## config.mk

```make
export PLATFORM = sky130hd
export DESIGN_NAME = div_unit_flat
export DESIGN_NICKNAME = d
export VERILOG_FILES = /design/src/rtl/div_unit_if.sv /design/src/rtl/div_unit.sv /design/src/flat_wrapper.sv
export SDC_FILE = /design/constraint.sdc
export NUM_CORES = 1
export LEC_CHECK = 0
export ABC_AREA = 0
export ABC_CLOCK_PERIOD_IN_PS = 6050
export CAP_MARGIN = 20
export CORE_UTILIZATION = 40
export CTS_BUF_LIST = sky130_fd_sc_hd__clkbuf_4 sky130_fd_sc_hd__clkbuf_8
export DETAILED_ROUTE_END_ITERATION = 8
export GPL_TIMING_DRIVEN = 1
export PLACE_DENSITY = 0.7
export SYNTH_ARGS = -nofsm -noshare
export SYNTH_HDL_FRONTEND = slang
export SYNTH_SLANG_ARGS = --single-unit
```

## constraint.sdc

```tcl
create_clock -name clk -period 6.05 [get_ports clk]
set_clock_uncertainty 0.15 [all_clocks]
set_input_delay 0.605 -clock clk [delete_from_list [all_inputs] [get_ports clk]]
set_output_delay 0.605 -clock clk [all_outputs]
set_load 0.02 [all_outputs]
```

## src/rtl/div_unit_if.sv

```systemverilog
// rtl/div_unit_if.sv - decode-side handshake and operand bundle for div_unit
//
// Signals:
//   div_inst   start request (decode has a divide/remainder)
//   divsel     3-bit op: 001 div, 010 divu, 011 rem, 100 remu
//   flush      pipeline flush, aborts the operation in flight
//   dividend   rs1 value
//   divisor    rs2 value
//   div_busy   operation in flight
//   div_ready  one-cycle result-valid pulse
//   div_result quotient or remainder
// Modports: master = decode/pipeline side, slave = divider side.

interface div_unit_if;
  logic        div_inst;
  logic [2:0]  divsel;
  logic        flush;
  logic [31:0] dividend;
  logic [31:0] divisor;
  logic        div_busy;
  logic        div_ready;
  logic [31:0] div_result;

  modport master (
    output div_inst, divsel, flush, dividend, divisor,
    input  div_busy, div_ready, div_result
  );

  modport slave (
    input  div_inst, divsel, flush, dividend, divisor,
    output div_busy, div_ready, div_result
  );
endinterface

```

## src/rtl/div_unit.sv

```systemverilog
// rtl/div_unit.sv - iterative radix-2 restoring divider for RV32M div/divu/rem/remu
//
// Ports:
//   clk    sole clock, rising edge
//   rst_n  asynchronous active-low reset
//   bus    div_unit_if.slave (div_inst, divsel, flush, dividend, divisor in;
//          div_busy, div_ready, div_result out)
// States IDLE -> CALC (32 cycles) -> FIX -> DONE; div_ready is high in DONE.
// Optional macro DIV_UNIT_EARLY_OUT_EN: divide-by-zero, signed overflow and
// |dividend| < |divisor| skip CALC and go straight to FIX.

module div_unit (
  input logic       clk,
  input logic       rst_n,
  div_unit_if.slave bus
);

  typedef enum logic [1:0] {S_IDLE, S_CALC, S_FIX, S_DONE} state_t;

  state_t      r_state;
  state_t      w_next;
  logic [2:0]  r_sel;
  logic [31:0] r_quo;      // dividend magnitude shifting out, quotient bits shifting in
  logic [31:0] r_rem;      // partial remainder magnitude
  logic [31:0] r_dsr;      // divisor magnitude
  logic        r_qneg;
  logic        r_rneg;
  logic [5:0]  r_cnt;
  logic [31:0] r_result;

  logic        w_legal;
  logic        w_signed;
  logic        w_a_neg;
  logic        w_b_neg;
  logic [31:0] w_a_mag;
  logic [31:0] w_b_mag;
  logic        w_b_zero;
  logic        w_start;
  logic        w_early;
  logic [31:0] w_early_quo;
  logic [31:0] w_early_rem;
  logic [33:0] w_trial;
  logic [31:0] w_q_fix;
  logic [31:0] w_r_fix;
  logic [31:0] w_fix_val;

  assign w_legal  = (bus.divsel == 3'b001) || (bus.divsel == 3'b010) ||
                    (bus.divsel == 3'b011) || (bus.divsel == 3'b100);
  assign w_signed = (bus.divsel == 3'b001) || (bus.divsel == 3'b011);
  assign w_a_neg  = w_signed & bus.dividend[31];
  assign w_b_neg  = w_signed & bus.divisor[31];
  assign w_a_mag  = w_a_neg ? (32'd0 - bus.dividend) : bus.dividend;
  assign w_b_mag  = w_b_neg ? (32'd0 - bus.divisor) : bus.divisor;
  assign w_b_zero = (bus.divisor == 32'd0);

  assign w_start = bus.div_inst & ~bus.flush & w_legal &
                   ((r_state == S_IDLE) || (r_state == S_DONE));

`ifdef DIV_UNIT_EARLY_OUT_EN
  logic w_ovf;
  logic w_small;
  assign w_ovf   = w_signed && (bus.dividend == 32'h8000_0000) &&
                   (bus.divisor == 32'hFFFF_FFFF);
  assign w_small = (w_a_mag < w_b_mag);
  assign w_early = w_b_zero | w_ovf | w_small;
  // Preloaded magnitudes are exactly what 32 CALC iterations would leave behind.
  assign w_early_quo = w_b_zero ? 32'hFFFF_FFFF : (w_ovf ? 32'h8000_0000 : 32'd0);
  assign w_early_rem = w_ovf ? 32'd0 : w_a_mag;
`else
  assign w_early     = 1'b0;
  assign w_early_quo = 32'd0;
  assign w_early_rem = 32'd0;
`endif

  // Shift the next dividend bit into the remainder and try subtracting.
  assign w_trial = {1'b0, r_rem, r_quo[31]} - {2'b00, r_dsr};

  assign w_q_fix   = r_qneg ? (32'd0 - r_quo) : r_quo;
  assign w_r_fix   = r_rneg ? (32'd0 - r_rem) : r_rem;
  assign w_fix_val = ((r_sel == 3'b001) || (r_sel == 3'b010)) ? w_q_fix : w_r_fix;

  always_ff @(posedge clk or negedge rst_n) begin
    if (!rst_n) r_state <= S_IDLE;
    else        r_state <= w_next;
  end

  always_comb begin
    w_next = r_state;
    case (r_state)
      S_IDLE: if (w_start) w_next = w_early ? S_FIX : S_CALC;
      S_CALC: begin
        if (bus.flush)             w_next = S_IDLE;
        else if (r_cnt == 6'd31)   w_next = S_FIX;
      end
      S_FIX:  w_next = bus.flush ? S_IDLE : S_DONE;
      S_DONE: w_next = w_start ? (w_early ? S_FIX : S_CALC) : S_IDLE;
      default: w_next = S_IDLE;
    endcase
  end

  always_ff @(posedge clk or negedge rst_n) begin
    if (!rst_n) begin
      r_sel    <= 3'd0;
      r_quo    <= 32'd0;
      r_rem    <= 32'd0;
      r_dsr    <= 32'd0;
      r_qneg   <= 1'b0;
      r_rneg   <= 1'b0;
      r_cnt    <= 6'd0;
      r_result <= 32'd0;
    end else if (w_start) begin
      r_sel  <= bus.divsel;
      r_dsr  <= w_b_mag;
      // A zero divisor keeps the all-ones quotient unsigned-looking (-1 either way).
      r_qneg <= (w_a_neg ^ w_b_neg) & ~w_b_zero;
      r_rneg <= w_a_neg;
      r_cnt  <= 6'd0;
      r_quo  <= w_early ? w_early_quo : w_a_mag;
      r_rem  <= w_early ? w_early_rem : 32'd0;
    end else begin
      case (r_state)
        S_CALC: if (!bus.flush) begin
          r_cnt <= r_cnt + 6'd1;
          if (!w_trial[33]) begin
            r_rem <= w_trial[31:0];
            r_quo <= {r_quo[30:0], 1'b1};
          end else begin
            r_rem <= {r_rem[30:0], r_quo[31]};
            r_quo <= {r_quo[30:0], 1'b0};
          end
        end
        S_FIX: if (!bus.flush) r_result <= w_fix_val;
        default: ;
      endcase
    end
  end

  assign bus.div_busy   = (r_state == S_CALC) || (r_state == S_FIX);
  assign bus.div_ready  = (r_state == S_DONE);
  assign bus.div_result = r_result;

endmodule

```

## src/flat_wrapper.sv

```systemverilog
// flat-port wrapper written by rule: the top's interface ports become plain ports
module div_unit_flat 
  (clk, rst_n, bus_div_inst, bus_divsel, bus_flush, bus_dividend, bus_divisor, bus_div_busy, bus_div_ready, bus_div_result);
  div_unit_if bus_i ();
  input logic clk;
  input logic rst_n;
  input wire logic [$bits(bus_i.div_inst)-1:0] bus_div_inst;
  input wire logic [$bits(bus_i.divsel)-1:0] bus_divsel;
  input wire logic [$bits(bus_i.flush)-1:0] bus_flush;
  input wire logic [$bits(bus_i.dividend)-1:0] bus_dividend;
  input wire logic [$bits(bus_i.divisor)-1:0] bus_divisor;
  output wire logic [$bits(bus_i.div_busy)-1:0] bus_div_busy;
  output wire logic [$bits(bus_i.div_ready)-1:0] bus_div_ready;
  output wire logic [$bits(bus_i.div_result)-1:0] bus_div_result;
  assign bus_i.div_inst = bus_div_inst;
  assign bus_i.divsel = bus_divsel;
  assign bus_i.flush = bus_flush;
  assign bus_i.dividend = bus_dividend;
  assign bus_i.divisor = bus_divisor;
  assign bus_div_busy = bus_i.div_busy;
  assign bus_div_ready = bus_i.div_ready;
  assign bus_div_result = bus_i.div_result;
  div_unit u_core (.clk(clk), .rst_n(rst_n), .bus(bus_i));
endmodule
```

==> After elaboration in Yosys (flattened, before gate mapping) <==
Index checks and enable logic that the tools add are counted.
{ "classes": {"n_addsub": 6, "multipliers": 0, "n_div": 0, "n_lt_le_gt_ge": 0, "n_eq_ne": 13, "shift": 0, "n_mux": 22, "n_bitwise": 10, "reduce_logical": 13} }
{ "op_table": {"columns": ["cell", "n"], "rows": [
  ["two-way mux 32 bit", 12],
  ["subtractor 1 x 32 -> 32 bit (first input constant)", 4],
  ["subtractor 33 x 32 -> 34 bit", 1],
  ["logical NOT 32 bit", 1],
  ["two-way mux 6 bit", 3],
  ["== test 3 x 2 -> 1 bit (second input constant)", 3],
  ["two-way mux 2 bit", 4],
  ["one-hot mux 2 bit (4 select lines)", 1],
  ["logical OR 1 bit", 7],
  ["adder 6 x 1 -> 6 bit (second input constant)", 1],
  ["AND 1 bit", 6],
  ["== test 3 x 1 -> 1 bit (second input constant)", 2],
  ["== test 6 x 5 -> 1 bit (second input constant)", 1],
  ["== test 2 bit (second input constant)", 2],
  ["!= test 2 x 1 -> 1 bit (second input constant)", 2],
  ["AND reduction 2 bit", 2],
  ["== test 3 bit (second input constant)", 1],
  ["!= test 3 x 2 -> 1 bit (second input constant)", 1],
  ["NOT 1 bit", 3],
  ["AND reduction 3 bit", 1],
  ["== test 2 x 1 -> 1 bit (second input constant)", 1],
  ["logical NOT 2 bit", 1],
  ["two-way mux 1 bit", 2],
  ["nonzero test 2 bit", 1],
  ["bitwise XOR 1 bit", 1]
]} }
{ "totals": {"regBits": 141, "latchBits": 0, "ramBits": 0, "rom_bits": 0, "input_bits": 71, "out_inout_bits": 34, "word_cells": 73, "memories": 0} }

==> Logic depth before layout (Yosys ltp) <==
Gate-level depths: netlist of the first run.
{ "depth": {"word_depth": 8, "depth_mapped": 13} }

==> Least setup slack after synthesis of the first run <==
Ideal clock, no wire load.
{ "synth_timing": {"path_kind": "reg-to-reg", "start": "register u_core.r_rem[25]", "end": "register u_core.r_rem[22]", "arrival_ns": 2.848, "path_slack_ns": 2.958, "path_stages_with_launch": 11, "synth_period_minus_slack_ns": 3.092, "cell_sequence": "dfrtp_1 -> ha_1 -> a21o_1 -> a21o_1 -> a2111oi_0 -> nor3_1 -> a2111oi_1 -> o31ai_1 -> buf_2 -> mux2i_1 -> a211oi_1"} }
{ "synth_between": {"elab_chain_cells": 5} }
{ "synth_rtl": {"columns": ["item", "line_no", "source"], "rows": [
  ["start: declaration", "div_unit.sv:24", "logic [31:0] r_rem;"],
  ["start signal: assignment", "div_unit.sv:119", "r_rem <= w_early ? w_early_rem : 32'd0;"],
  ["start signal: assignment", "div_unit.sv:125", "r_rem <= w_trial[31:0];"],
  ["start signal: assignment", "div_unit.sv:128", "r_rem <= {r_rem[30:0], r_quo[31]};"],
  ["subtractor 33 x 32 -> 34 bit", "div_unit.sv:76", "assign w_trial = {1'b0, r_rem, r_quo[31]} - {2'b00, r_dsr};"],
  ["two-way mux 32 bit", "div_unit.sv:124", "if (!w_trial[33]) begin"],
  ["two-way mux 32 bit", "div_unit.sv:122", "S_CALC: if (!bus.flush) begin"],
  ["two-way mux 32 bit", "div_unit.sv:121", "case (r_state)"],
  ["two-way mux 32 bit", "div_unit.sv:111", "end else if (w_start) begin"]
]} }
Every way passes these cells. The select of a mux whose other input is x is not followed.
A chain may end at the register's enable or synchronous reset.

==> Worst setup path after layout of the first run <==
{ "layout_timing": {"start": "register u_core.r_rem[25]", "end": "register u_core.r_rem[29]"} }
The elaborated chain is that of the path after synthesis.

==> flow_metrics.env, run 1 <==
export IMPL_outcome="complete, no violations"
export IMPL_grt_max_degree=98
export IMPL_via_per_inst=5.58
export IMPL_wirelength_um=28200
export IMPL_finalInstanceArea_mm2=0.0124
export IMPL_yosysWarnings=0
export IMPL_cts_tree="yes"
export IMPL_placement_rows=59
export IMPL_drc_errors=0
export IMPL_cts_root_buffer="clkbuf_8"
export IMPL_n_antenna_cell=0
export IMPL_grt_pass1_vias=9407
export IMPL_p_per_area_mw_per_mm2=612
export IMPL_synth_edf_count=0
export IMPL_antenna_left=0
export IMPL_path_cells="ha_1 -> a21o_1 -> a21o_1 -> a2111oi_0 -> nor3_1 -> a2111oi_1 -> o31a_1 -> nor4_1 -> a211oi_1 -> nor2_1"
export IMPL_vdd_ir_drop_max_v=0.000403
export IMPL_post_cts_repair_setup_buffers=0
export IMPL_cts_resized_gates=0
export IMPL_slew_violations=0
export IMPL_die_w_um=165
export IMPL_vias=9849
export IMPL_crit_path_top_delay_cell="o31a_1"
export IMPL_nNetsFinal=1532
export IMPL_worstMarginPinSlew_ns=1.02
export IMPL_fp_dieH_um=165
export IMPL_ys_flop_type="dfrtp_1"
export IMPL_required_ns=6.25
export IMPL_h_tree_depth=4
export IMPL_start_util_pct=40.7
export IMPL_cp_start_kind="flip-flop"
export IMPL_dieArea_mm2=0.0272
export IMPL_period_share_pct=67.4
export IMPL_crit_buf_inv=0
export IMPL_track_usage_pct=21.3
export IMPL_cts_inserted_buffers=17
export IMPL_clkTransAtPathRegs_ns=0.08
export IMPL_whs_ns=0.0199
export IMPL_drt_first_iter_violations=599
export IMPL_crit_top_cell="a21o_1"
export IMPL_hold_buffers=0
export IMPL_critPathMaxFanout=23
export IMPL_avgSynthCellArea_um2=7.79
export IMPL_syn_nets=1477
export IMPL_syn_to_final_growth_pct=16.8
export IMPL_drive_above_1_share_pct=4.75
export IMPL_hp_class="primary input to asynchronous set/reset pin"
export IMPL_synthTopCellsByArea="dfrtp_1, o21ai_0, nand2_1"
export IMPL_final_util_pct=47.6
export IMPL_core_area_mm2=0.0261
export IMPL_hold_viol_final=0
export IMPL_clock_sinks=141
export IMPL_port_buffers=104
export IMPL_rsz0062_at_grt="false"
export IMPL_grt_pass1_wl_um=45800
export IMPL_timing_fmax_ghz=0.245
export IMPL_insertion_delay_ns=0.48
export IMPL_synth_distinct_cells=62
export IMPL_syn_inst=1363
export IMPL_setup_tns_ns=0
export IMPL_fin_crit_ns=4.08
export IMPL_synth_seq_area_share_pct=33.2
export IMPL_relSlewSlack_pct=32.0
export IMPL_max_cap_violations=0
export IMPL_gr_total_overflow=0
export IMPL_synth_top_area_cell="dfrtp_1"
export IMPL_firstDrtPassIters=5
export IMPL_globalplace_congestion=0.874
export IMPL_antenna_found_initial=0
export IMPL_timing_reg2reg_setup_slack_ns=1.97
export IMPL_drt_wirelength_per_cell_um=15.9
export IMPL_worstSetupPathType="flip-flop to flip-flop"
export IMPL_setup_viol=0
export IMPL_ioPinCount=105
export IMPL_cp_slowest_stage_delay_ns=0.83
export IMPL_worstPathArrival_ns=4.28
export IMPL_place_area_mm2=0.0119
export IMPL_synth_top_cell_area_share_pct=33.2
export IMPL_cts_buffer_depth=2
export IMPL_synthArstFlopShare_pct=100
export IMPL_synth_seq_cells=141
export IMPL_end_kind="flip-flop"
export IMPL_syn_area_mm2=0.0106
export IMPL_power_leakage_uw=0.00514
export IMPL_dpl_hpwl_um=20600
export IMPL_critPathTopFamily="compound AO/OA/AOI/OAI gates"
==> kinds of logic after synthesis <==
family / Yosys count / synth area share (%)
multiplexers: 17 / 1.64
AO/OA/AOI/OAI: 425 / 23.6
flip-flops: 141 / 33.2
XOR/XNOR: 143 / 11.8
buffers and inverters: 131 / 4.68
AND/OR/NAND/NOR: 463 / 19.9
adder cells (fa/ha/maj): 43 / 5.14
==> area by class of cell <==
cell class	instances	area (um^2)
repair buffers	113	1120
clock buffers	24	324
multi-input cells	1091	6630
inverters	54	203
fillers	2565	13700
well taps	335	419
flip-flops and latches	141	3530
clock inverters	8	175
==> Yosys cell counts, types with 5 or more instances <==
master / count
a31oi_1: 39
nor3_1: 22
nor2_1: 97
nor4_1: 13
xnor2_1: 87
nor2b_1: 5
a211oi_1: 11
dfrtp_1: 141
o31ai_1: 23
and3_1: 11
or3_1: 10
and2_1: 9
ha_1: 42
xor2_1: 56
a21o_1: 13
or4_1: 13
nand2b_1: 9
nand3_1: 17
inv_1: 54
o41ai_1: 13
clkbuf_1: 70
o21ai_0: 176
o211ai_1: 7
a21oi_1: 107
mux2i_1: 14
nand2_1: 228
nand4_1: 8
or2_2: 6
==> worst paths after layout <==
check	start	end	depth (start not counted)
worst min-delay path	rst_n	u_core.r_quo[4]	1
max in group asynchronous	rst_n	u_core.r_dsr[5]	2
worst max register to register	u_core.r_rem[25]	u_core.r_rem[29]	10
worst min register to register	u_core.r_dsr[2]	u_core.r_dsr[2]	2
min in group clk	u_core.r_dsr[2]	u_core.r_dsr[2]	2
worst max-delay path	u_core.r_rem[25]	u_core.r_rem[29]	10
==> flip-flops by register name, indices dropped and copies added (netlist names) <==
signal	flops
u_core.r_cnt	6
u_core.r_rneg	1
u_core.r_dsr	32
u_core.bus.div_result	32
u_core.r_qneg	1
u_core.r_state	2
u_core.r_sel	3
u_core.r_rem	32
u_core.r_quo	32
==> cell usage in the layout (no fill, tap or decap), drive strengths merged, types with 3 or more instances in the layout <==
cell type	n
o31a	4
ha	42
clkbuf	25
o211ai	7
buf	9
xor2	56
mux2i	14
and2	9
o21ai	180
nor3	22
or4	13
nand4	8
nand3	17
mux2	3
a211oi	11
nand2b	10
inv	55
a21oi	107
bufinv	5
nor3b	3
nand2	228
nor2b	5
xnor2	87
o21a	3
o41ai	16
or2	8
dfrtp	141
o31ai	23
o21bai	4
nor2	97
a21o	13
clkdlybuf4s50	103
nor4	14
and3	11
a2111oi	3
or3	13
a31oi	39
==> power breakdown <==
group / leakage [uW] / internal [uW] / switching, uW
registers: 0.00174 / 1390 / 565
logic: 0.00315 / 1960 / 2710
clock network: 0.000249 / 564 / 389
==> per-stage QoR <==
stage	power (uW)	setup WS (ns)	std cells
after floorplan	5290	2.96	1363
after global placement	6490	2.10	1732
after detailed placement	6590	1.97	1732
after CTS	7580	1.98	1764
after global routing	8260	1.62	1766
final	7580	1.97	1766
==> layer usage <==
metal	global-route usage, %	part of all wire (%)	vias up
met1	26.2	43	4719
met5	0	0	-
met3	3.21	3.5	55
met4	8.92	3.1	0
li1	-	-	4895
met2	36.8	50	180
==> worst reg2reg max path, cell delays in order, from the launching register on <==
cell and delay (ns):
dfrtp_1 0.46, ha_1 0.39, a21o_1 0.21, a21o_1 0.18, a2111oi_0 0.42, nor3_1 0.14
a2111oi_1 0.68, o31a_1 0.83, nor4_1 0.16, a211oi_1 0.25, nor2_1 0.07
Note: power is estimated with default switching activity, not from simulation.
==> run 2: changes to the inputs <==
ABC_CLOCK_PERIOD_IN_PS = 4100   (was 6050)
clock period = 4.1 ns   (was 6.05 ns; I/O delays follow)
==> run 2 against run 1 <==
Effect of this change:
- non-clock buffer count is 16 higher
- power increased by 47%
- critical path depth increased by 2
- die area did not move
- design area increased by 0.74%
- global-route usage up 0.12 points
- clock power up 37%
- sequential power grew 50%
- via count is 0.16% higher
- combinational power grew 48%
==> flow_metrics.env, run 2 (synthesized netlist as in run 1, its figures left out) <==
export IMPL_cts_buffer_depth=2
export IMPL_slew_violations=0
export IMPL_switching_share_pct=48.4
export IMPL_p_per_area_mw_per_mm2=892
export IMPL_fill_cells=2550
export IMPL_n_antenna_cell=0
export IMPL_final_util_pct=47.9
export IMPL_setup_viol=0
export IMPL_fp_dieH_um=165
export IMPL_power_switching_uw=5390
export IMPL_wirelength_um=27600
export IMPL_clkPwrFrac_pct=11.8
export IMPL_placement_rows=59
export IMPL_whs_path_depth=2
export IMPL_worstSetupPathType="flip-flop to flip-flop"
export IMPL_multi_input_area_mm2=0.00663
export IMPL_vias=9865
export IMPL_firstDrtPassIters=5
export IMPL_timing_fmax_ghz=0.278
export IMPL_required_ns=4.34
export IMPL_drt_wirelength_per_cell_um=15.5
export IMPL_core_area_mm2=0.0261
export IMPL_p_comb_share_pct=62.1
export IMPL_setup_tns_ns=0
export IMPL_final_cell_mix="nand2_1, o21ai_0, dfrtp_1, a21oi_1, clkdlybuf4s50_1"
export IMPL_cts_root_buffer="clkbuf_8"
export IMPL_track_usage_pct=21.4
export IMPL_via_per_inst=5.54
export IMPL_ioPinCount=105
export IMPL_nNetsFinal=1548
export IMPL_rr_worst_depth=12
export IMPL_power_internal_uw=5750
export IMPL_outcome="complete, no violations"
export IMPL_grt_pass1_wl_um=46400
export IMPL_end_kind="flip-flop"
export IMPL_gr_total_overflow=0
export IMPL_hp_class="flip-flop to flip-flop"
export IMPL_start_util_pct=40.7
export IMPL_cts_inserted_buffers=17
export IMPL_period_share_pct=87.6
export IMPL_dpl_hpwl_um=20700
export IMPL_clkTransAtPathRegs_ns=0.09
export IMPL_worstMarginPinSlew_ns=1.02
export IMPL_critPathMaxFanout=16
export IMPL_grt_pass1_vias=9643
export IMPL_antenna_left=0
export IMPL_clock_sinks=141
export IMPL_cts_tree="yes"
export IMPL_rsz0062_at_grt="false"
export IMPL_hold_viol_final=0
export IMPL_antenna_found_initial=0
export IMPL_grt_max_degree=95
export IMPL_h_tree_depth=4
export IMPL_port_buffers=104
export IMPL_max_cap_violations=0
export IMPL_seqPwrFrac_pct=26.2
export IMPL_globalplace_congestion=0.900
export IMPL_insertion_delay_ns=0.47
export IMPL_power_leakage_uw=0.00519
export IMPL_worstPathArrival_ns=3.84
export IMPL_syn_to_final_growth_pct=17.7
export IMPL_drc_errors=0
export IMPL_die_w_um=165
export IMPL_vdd_ir_drop_max_v=0.000510
export IMPL_drt_first_iter_violations=637
export IMPL_final_seq_area_mm2=0.00353
export IMPL_fin_crit_ns=3.59
export IMPL_cp_start_kind="flip-flop"
export IMPL_drive_above_1_share_pct=5.74
export IMPL_layout_commonest_cell="nand2_1"
export IMPL_relSlewSlack_pct=32.2
export IMPL_dieArea_mm2=0.0272
==> run 2: area by class of cell <==
class | count | share of cell area (%)
clock buffer | 17 | 1.87
clock inverter | 15 | 1.75
inverter | 54 | 1.62
multi-input combinational | 1091 | 53.1
sequential | 141 | 28.3
tap | 335 | 3.36
timing repair buffer | 129 | 10.1
==> run 2: worst max-delay path, stage by stage, from the launching register on <==
cell	delay, ns
dfrtp_1	0.47
ha_1	0.39
a21o_1	0.21
a21o_1	0.19
a2111oi_0	0.41
nor3_1	0.13
a2111oi_1	0.44
buf_4	0.20
o31a_1	0.29
buf_4	0.28
and2_1	0.15
a31oi_1	0.04
a21oi_1	0.17
==> run 2: layer usage <==
layer  routed length [um]  track usage (%)  vias up  share of wire (%)
li1                     -                -     4942                  -
met1                12300             26.7     4679                 45
met2                13800             37.3      198                 50
met3                  813             2.74       46                2.9
met4                  682             8.13        0                2.5
met5                    0                0        -                  0
==> run 2: final timing paths <==
check	startpoint	to	slack, ns
min in group asynchronous	rst_n	u_core.bus.div_result[6]	0.47
hold / removal	u_core.bus.div_result[23]	u_core.bus.div_result[23]	0.33
max in group asynchronous	rst_n	u_core.r_rem[24]	2.45
hold reg to reg	u_core.bus.div_result[23]	u_core.bus.div_result[23]	0.33
setup / recovery	u_core.r_rem[25]	u_core.r_rem[9]	0.51
setup reg to reg	u_core.r_rem[25]	u_core.r_rem[9]	0.51
==> run 2: per-stage QoR <==
stage	setup slack, ns	total power, uW	area, um^2	hold WS [ns]	std cells
after CTS	0.552	11100	12500	0.333	1781
after global routing	0.255	12200	12500	0.360	1782
after global placement	0.687	9660	12000	0.313	1748
after detailed placement	0.551	9770	12000	0.320	1748
final	0.507	11100	12500	0.329	1782
after floorplan	1.01	7800	10600	-0.0356	1363
==> run 2: timing repair <==
item                                   in CTS  in global routing
setup buffers                               0                  0
endpoints found under the hold margin      92                  0
hold buffers                                1                  0
resized for setup                           0                  0
==> run 2: power groups by stage <==
stage / combinational [uW] / sequential, uW / clock [uW]
2_1_floorplan: 5040 / 2770 / 0
3_3_place_gp: 6750 / 2910 / 0
6_report: 6910 / 2920 / 1310
5_1_grt: 7790 / 3020 / 1380
3_5_place_dp: 6840 / 2930 / 0
4_1_cts: 6890 / 2910 / 1330
